### src/rtl/key_filter_multi_if.sv
`default_nettype none
// ============================================================================
//  Module   : key_filter_multi_if
//  Brief    : Bundle of raw key pins and debounced event outputs for the
//             multi-channel key filter.
//  Revision : 1.0 - initial release
// ============================================================================
interface key_filter_multi_if #(
    parameter int N_KEYS = 4
);
    logic [N_KEYS-1:0] key_in;
    logic [N_KEYS-1:0] key_level;
    logic [N_KEYS-1:0] key_press;
    logic [N_KEYS-1:0] key_release;
    logic [N_KEYS-1:0] key_long;

    // Drives the raw pins and consumes the filtered events
    modport master (
        output key_in,
        input  key_level,
        input  key_press,
        input  key_release,
        input  key_long
    );

    // The filter itself
    modport slave (
        input  key_in,
        output key_level,
        output key_press,
        output key_release,
        output key_long
    );
endinterface
`default_nettype wire

### src/rtl/key_filter_multi.sv
`default_nettype none
// ============================================================================
//  Module   : key_filter_multi
//  Brief    : N-channel push-button debouncer. Each channel synchronises its
//             raw pin, debounces it with a 4-state FSM and emits a stable
//             level plus one-cycle press / release / long-press strobes.
//  Revision : 1.0 - initial release
// ============================================================================
module key_filter_multi #(
    parameter int N_KEYS     = 4,
    parameter int T_DEBOUNCE = 500_000,
    parameter int T_LONG     = 50_000_000,
    parameter bit ACTIVE_LOW = 1'b1
) (
    input  logic               clk,
    input  logic               rst_n,
    key_filter_multi_if.slave  bus
);

    localparam int c_CNT_W  = (T_DEBOUNCE > 1) ? $clog2(T_DEBOUNCE) : 1;
    localparam int c_HCNT_W = (T_LONG > 0) ? $clog2(T_LONG + 1) : 1;

    localparam logic [1:0] c_IDLE      = 2'd0;
    localparam logic [1:0] c_ON_SHAKE  = 2'd1;
    localparam logic [1:0] c_HELD      = 2'd2;
    localparam logic [1:0] c_OFF_SHAKE = 2'd3;

    // Synchroniser reset value: the pin level of a key that is not pressed
    localparam logic                c_RELEASED = ACTIVE_LOW;
    localparam logic [c_CNT_W-1:0]  c_DEB_LAST = c_CNT_W'(T_DEBOUNCE - 1);
    localparam logic [c_CNT_W-1:0]  c_CNT_ONE  = c_CNT_W'(1);
    localparam logic [c_HCNT_W-1:0] c_LONG     = c_HCNT_W'(T_LONG);
    localparam logic [c_HCNT_W-1:0] c_HCNT_ONE = c_HCNT_W'(1);
    localparam bit                  c_LONG_EN  = (T_LONG != 0);

    genvar gi;
    generate
        for (gi = 0; gi < N_KEYS; gi++) begin : g_ch
            logic                r_sync1;
            logic                r_sync2;
            logic [1:0]          r_state;
            logic [c_CNT_W-1:0]  r_cnt;
            logic [c_HCNT_W-1:0] r_hcnt;
            logic                r_level;
            logic                r_press;
            logic                r_release;
            logic                r_long;

            logic                w_p;
            logic [1:0]          w_state_nx;
            logic [c_CNT_W-1:0]  w_cnt_nx;
            logic [c_HCNT_W-1:0] w_hcnt_nx;
            logic [c_HCNT_W-1:0] w_hinc;
            logic                w_level_nx;
            logic                w_press_nx;
            logic                w_release_nx;
            logic                w_long_nx;

            // Normalised "pressed" view of the synchronised pin
            assign w_p    = r_sync2 ^ c_RELEASED;
            assign w_hinc = r_hcnt + c_HCNT_ONE;

            // Two-flop synchroniser for the asynchronous key pin
            always_ff @(posedge clk) begin
                if (!rst_n) begin
                    r_sync1 <= c_RELEASED;
                    r_sync2 <= c_RELEASED;
                end else begin
                    r_sync1 <= bus.key_in[gi];
                    r_sync2 <= r_sync1;
                end
            end

            // Debounce FSM next state, counters and the strobe for the transition taken
            always_comb begin
                w_state_nx   = r_state;
                w_cnt_nx     = r_cnt;
                w_hcnt_nx    = r_hcnt;
                w_press_nx   = 1'b0;
                w_release_nx = 1'b0;
                w_long_nx    = 1'b0;
                case (r_state)
                    c_IDLE: begin
                        w_cnt_nx  = '0;
                        w_hcnt_nx = '0;
                        if (w_p) begin
                            w_state_nx = c_ON_SHAKE;
                        end
                    end
                    c_ON_SHAKE: begin
                        if (!w_p) begin
                            w_state_nx = c_IDLE;
                            w_cnt_nx   = '0;
                        end else if (r_cnt == c_DEB_LAST) begin
                            w_state_nx = c_HELD;
                            w_cnt_nx   = '0;
                            w_hcnt_nx  = '0;
                            w_press_nx = 1'b1;
                        end else begin
                            w_cnt_nx = r_cnt + c_CNT_ONE;
                        end
                    end
                    c_HELD: begin
                        if (!w_p) begin
                            w_state_nx = c_OFF_SHAKE;
                            w_cnt_nx   = '0;
                        end else if (c_LONG_EN && (r_hcnt < c_LONG)) begin
                            // Saturating at T_LONG makes the long strobe one-shot
                            w_hcnt_nx = w_hinc;
                            w_long_nx = (w_hinc == c_LONG);
                        end
                    end
                    c_OFF_SHAKE: begin
                        if (w_p) begin
                            // Release glitch: hold timing continues where it left off
                            w_state_nx = c_HELD;
                            w_cnt_nx   = '0;
                        end else if (r_cnt == c_DEB_LAST) begin
                            w_state_nx   = c_IDLE;
                            w_cnt_nx     = '0;
                            w_release_nx = 1'b1;
                        end else begin
                            w_cnt_nx = r_cnt + c_CNT_ONE;
                        end
                    end
                    default: begin
                        w_state_nx = c_IDLE;
                        w_cnt_nx   = '0;
                        w_hcnt_nx  = '0;
                    end
                endcase
                w_level_nx = (w_state_nx == c_HELD) || (w_state_nx == c_OFF_SHAKE);
            end

            // State, counters and registered outputs
            always_ff @(posedge clk) begin
                if (!rst_n) begin
                    r_state   <= c_IDLE;
                    r_cnt     <= '0;
                    r_hcnt    <= '0;
                    r_level   <= 1'b0;
                    r_press   <= 1'b0;
                    r_release <= 1'b0;
                    r_long    <= 1'b0;
                end else begin
                    r_state   <= w_state_nx;
                    r_cnt     <= w_cnt_nx;
                    r_hcnt    <= w_hcnt_nx;
                    r_level   <= w_level_nx;
                    r_press   <= w_press_nx;
                    r_release <= w_release_nx;
                    r_long    <= w_long_nx;
                end
            end

            assign bus.key_level[gi]   = r_level;
            assign bus.key_press[gi]   = r_press;
            assign bus.key_release[gi] = r_release;
            assign bus.key_long[gi]    = r_long;
        end
    endgenerate

endmodule
`default_nettype wire
### src/flat_wrapper.sv
// flat-port wrapper written by rule: the top's interface ports become plain ports
module key_filter_multi_flat 
#(
    parameter int N_KEYS     = 4,
    parameter int T_DEBOUNCE = 500_000,
    parameter int T_LONG     = 50_000_000,
    parameter bit ACTIVE_LOW = 1'b1
)
  (clk, rst_n, bus_key_in, bus_key_level, bus_key_press, bus_key_release, bus_key_long);
  key_filter_multi_if #(.N_KEYS(N_KEYS)) bus_i ();
  input  logic clk;
  input  logic rst_n;
  input wire logic [$bits(bus_i.key_in)-1:0] bus_key_in;
  output wire logic [$bits(bus_i.key_level)-1:0] bus_key_level;
  output wire logic [$bits(bus_i.key_press)-1:0] bus_key_press;
  output wire logic [$bits(bus_i.key_release)-1:0] bus_key_release;
  output wire logic [$bits(bus_i.key_long)-1:0] bus_key_long;
  assign bus_i.key_in = bus_key_in;
  assign bus_key_level = bus_i.key_level;
  assign bus_key_press = bus_i.key_press;
  assign bus_key_release = bus_i.key_release;
  assign bus_key_long = bus_i.key_long;
  key_filter_multi #(.N_KEYS(N_KEYS), .T_DEBOUNCE(T_DEBOUNCE), .T_LONG(T_LONG), .ACTIVE_LOW(ACTIVE_LOW)) u_core (.clk(clk), .rst_n(rst_n), .bus(bus_i));
endmodule
### config.mk
export PLATFORM = sky130hd
export DESIGN_NAME = key_filter_multi_flat
export DESIGN_NICKNAME = d
export VERILOG_FILES = /design/src/rtl/key_filter_multi_if.sv /design/src/rtl/key_filter_multi.sv /design/src/flat_wrapper.sv
export SDC_FILE = /design/constraint.sdc
export NUM_CORES = 1
export LEC_CHECK = 0
export BUFFER_PORTS_ARGS = -buffer_cell sky130_fd_sc_hd__buf_2
export CORE_MARGIN = 2
export CORE_UTILIZATION = 25
export CTS_CLUSTER_SIZE = 30
export DETAILED_ROUTE_END_ITERATION = 8
export SYNTH_ARGS = -nofsm -noshare
export SYNTH_HDL_FRONTEND = slang
export SYNTH_SLANG_ARGS = --single-unit
### constraint.sdc
create_clock -name clk -period 2.8 [get_ports clk]
set_input_delay 0.7 -clock clk [delete_from_list [all_inputs] [get_ports clk]]
set_output_delay 0.7 -clock clk [all_outputs]
set_load 0.05 [all_outputs]
==> results.py <==
metrics = {
    "outcome": {
        "status": "completed",
    },
    "timing": {
        "setup_violations": 0,
        "rsz0062_at_grt": "false",
        "fin_tns_setup_ns": 0,
        "timing.final.crit_share_pct": 94.1,
        "final_hold_viol_count": 0,
        "worstMarginPinSlew_ns": 0.790,
        "setup_ws_ns": 0.165,
        "maxSlewViolCount": 0,
        "slew_headroom_pct": 47.2,
        "skew_ns": 0.0110,
        "max_freq_ghz": 0.380,
        "period_minus_slack_ns": 2.63,
    },
    "critical_path": {
        "path_max_fanout": 10,
        "critPathKind": "register to register",
        "critPathLaunchType": "register",
        "worstPathRequired_ns": 3.22,
        "crit_path_frequent_cell": "or4_1",
        "cp_slowest_cell": "or4_1",
        "critical_path.endpoint_type": "register",
        "crit_chain": "nand3_1 -> or4_1 -> or2_2 -> xnor2_1 -> or4_1 -> a2111oi_2",
        "arrival_ns": 3.06,
        "cp_slowest_stage_delay_ns": 0.53,
    },
    "logic_synthesis": {
        "yosysWarnings": 0,
        "synth.net_count": 1509,
        "synth_seq_cells": 212,
        "yosys.area_share.simple_pct": 32.6,
        "synth_xor_area_share_pct": 7.15,
        "ys.flop_type": "dfxtp_1",
        "seq_area_frac_synth_pct": 36.1,
        "synthCells": 1495,
        "synth_top_family_by_area": "simple AND/OR/NAND/NOR gates",
        "synth_compound_area_share_pct": 17.8,
        "synth_edf_count": 0,
        "syn_avg_cell_area_um2": 7.87,
        "synthArstFlopShare_pct": 0,
        "synthMuxAreaShare_pct": 0.776,
        "synthAdderAreaFrac_pct": 0.851,
        "synth_cell_types": 87,
        "syn_area_mm2": 0.0118,
    },
    "grt": {
        "antenna_found_initial": 0,
        "grt_pass1_wl_um": 50700,
        "globalRouteOverflowTotal": 0,
        "grt_usage_pct": 12.0,
        "grt_pass1_vias": 10300,
        "grt_max_degree": 42,
    },
    "pwr": {
        "power_switching_w": 0.00138,
        "p_int_w": 0.00489,
        "p_leak_nw": 4.31,
        "irDropWorstVdd_mv": 0.426,
        "seqPwrFrac_pct": 48.3,
        "powerDensity_mw_per_mm2": 466,
        "swShare_pct": 22.0,
        "power_frac_comb_pct": 1.6,
        "pwr-share-clk_pct": 50.1,
    },
    "floorplan": {
        "dieHeight_um": 221,
        "initial_core_util_pct": 25.3,
        "rows": 79,
        "core_mm2": 0.0465,
        "die_w_um": 221,
        "dieArea_mm2": 0.0488,
        "io_pins": 22,
    },
    "finish": {
        "largest_reg_flops": 104,
        "postLayoutCoreUtil_pct": 29.0,
        "top_regs": "u_core.g_ch.r_hcnt: 104 flops, u_core.g_ch.r_cnt: 76 flops, u_core.g_ch.r_state: 8 flops",
        "diodes": 0,
        "nets": 1526,
        "drive_gt1_share_pct": 13.8,
        "area_delta_synth_final_pct": 14.5,
        "fillers": 4967,
        "stdcell_area_mm2": 0.0135,
        "largest_register": "u_core.g_ch.r_hcnt",
    },
    "route": {
        "dr.first_iter.drc_count": 770,
        "routed_wl_um": 30000,
        "drc": 0,
        "dr.pass1.iters": 5,
        "viasPerCell": 5.15,
        "wl_per_cell_um": 14.0,
        "final_antenna_net_count": 0,
        "vias": 11000,
    },
    "cts": {
        "numCtsBuffers": 25,
        "h-tree-depth": 1,
        "path_clk_slew_ns": 0.06,
        "tritoncts": "yes",
        "root_buffer": "clkbuf_16",
        "cts_max_path_buffers": 3,
        "cts_num_sinks": 212,
        "cts_hold_buffers": 0,
        "clock_insertion_delay_worst_skew_ns": 0.53,
    },
    "placement": {
        "gp_congestion": 0.885,
        "dp_slack_ns": 0.164,
        "dpl_cell_area_mm2": 0.0127,
        "hpwl_um": 20600,
        "port-buffer-count": 21,
    },
    "min_path": {
        "hold_path.class": "input pin to register",
    },
    "job": {
        "maxCapViolations": 0,
    },
}
-- power by group through the flow --
stage,combinational (W),clock (W),sequential [W]
after global placement,0.000101,0,0.00310
after global routing,0.000110,0.00338,0.00303
final,0.000101,0.00314,0.00303
after CTS,0.000103,0.00327,0.00303
after detailed placement,0.000102,0,0.00310
after floorplan,0.0000661,0,0.00309
-- worst paths after layout --
check | startpoint | endpoint | slack, ns | depth (start not counted)
min | bus_key_in[2] | u_core.g_ch[2].r_sync1 | 0.35 | 2
max reg2reg | u_core.g_ch[2].r_hcnt[6] | u_core.g_ch[2].r_long | 0.17 | 6
max | u_core.g_ch[2].r_hcnt[6] | u_core.g_ch[2].r_long | 0.17 | 6
min reg2reg | u_core.g_ch[0].r_sync1 | u_core.g_ch[0].r_sync2 | 0.40 | 1
-- cell families after synthesis --
family | count (synthesis)
AND/OR/NAND/NOR | 762
AO/OA/AOI/OAI | 284
flip-flops | 212
buffers and inverters | 124
XOR/XNOR | 96
multiplexers | 9
adder cells (fa/ha/maj) | 8
-- cells in the mapped netlist (all sizes together) (4+ instances only) --
cell type / number / area [um^2]
dfxtp: 212 / 4240
nor2: 199 / 752
nand2: 188 / 706
nand3: 79 / 395
o21ai: 68 / 340
a21oi: 62 / 310
clkbuf: 62 / 235
nor3: 60 / 305
xor2: 51 / 447
nand4: 49 / 328
o221a: 49 / 552
xnor2: 45 / 394
buf: 36 / 228
and3: 29 / 181
inv: 25 / 93.8
nor4: 23 / 165
nand2b: 19 / 119
and2: 16 / 100
or4: 16 / 128
or2: 15 / 93.9
a31oi: 14 / 87.6
or3: 14 / 87.6
and4: 13 / 114
nor3b: 10 / 86.3
o211ai: 9 / 67.6
ha: 8 / 100
mux2i: 8 / 80.1
nand4b: 8 / 70.1
a211oi: 7 / 52.6
a21o: 7 / 52.6
o211a: 7 / 70.1
o31ai: 7 / 71.3
nand3b: 6 / 45.0
a2111oi: 5 / 56.3
a41oi: 5 / 43.8
nor4b: 5 / 43.8
o2111ai: 5 / 43.8
o22ai: 4 / 25.0
or3b: 4 / 35.0
or4b: 4 / 40.0
-- repair_timing --
item                       CTS  global route
gates resized for setup      0             2
setup endpoints to repair    0             2
buffers inserted             0             0
-- layout by cell type, fill, tap and decap left out, types with 7 or more instances in the layout --
cell | Yosys | routed
or2_2 | 13 | 13
clkbuf_16 | 0 | 25
clkbuf_1 | 60 | 7
nor2_1 | 197 | 197
and3_1 | 29 | 29
or4_1 | 14 | 14
nand4_1 | 47 | 47
o221a_2 | 49 | 49
xor2_1 | 51 | 51
ha_1 | 8 | 8
o21ai_0 | 64 | 64
and4_1 | 13 | 13
nor3_1 | 59 | 59
dfxtp_1 | 212 | 212
mux2i_1 | 8 | 8
inv_1 | 25 | 25
buf_2 | 14 | 20
and2_1 | 16 | 16
nand4b_1 | 8 | 8
a31oi_1 | 14 | 14
nand2_1 | 188 | 188
nand2b_1 | 19 | 19
a21oi_1 | 62 | 62
o211a_1 | 7 | 7
o211ai_1 | 9 | 9
a21o_1 | 7 | 7
nor4_1 | 21 | 20
xnor2_1 | 45 | 45
nor3b_1 | 9 | 9
or3_1 | 14 | 14
buf_4 | 16 | 67
a211oi_1 | 7 | 7
nand3_1 | 79 | 79
-- stage by stage --
step	std cells	hold WS [ns]	power, W
detailed placement	2092	0.393	0.00320
global placement	2092	0.393	0.00320
floorplan	1495	0.386	0.00316
finish	2136	0.353	0.00628
global route	2136	0.349	0.00652
CTS	2136	0.323	0.00640
-- worst max-delay path, delay by kind of cell, from the launching register on --
family	cells	cell delay, ns
compound gates	1	0.36
simple gates	4	1.57
xor+xnor	1	0.13
flops	1	0.47
-- per-layer routing --
metal	global-route usage (%)	wire [um]	up-vias	part of all wire, %
li1	-	-	5459	-
met3	1.47	1360	40	4.5
met1	15.8	13900	5256	46
met5	0	0	-	0
met2	20.0	14100	242	47
met4	4.31	668	0	2.2
-- area by class of cell --
type / count / area (um^2) / share of cell area [%]
flip-flops and latches: 212 / 4240 / 31.5
multi-input cells: 1159 / 6970 / 51.7
clock buffers: 36 / 707 / 5.25
repair buffers: 88 / 623 / 4.63
clock inverters: 8 / 72.6 / 0.539
well taps: 607 / 759 / 5.64
inverters: 26 / 97.6 / 0.725
(Power assumes the default switching activity.)
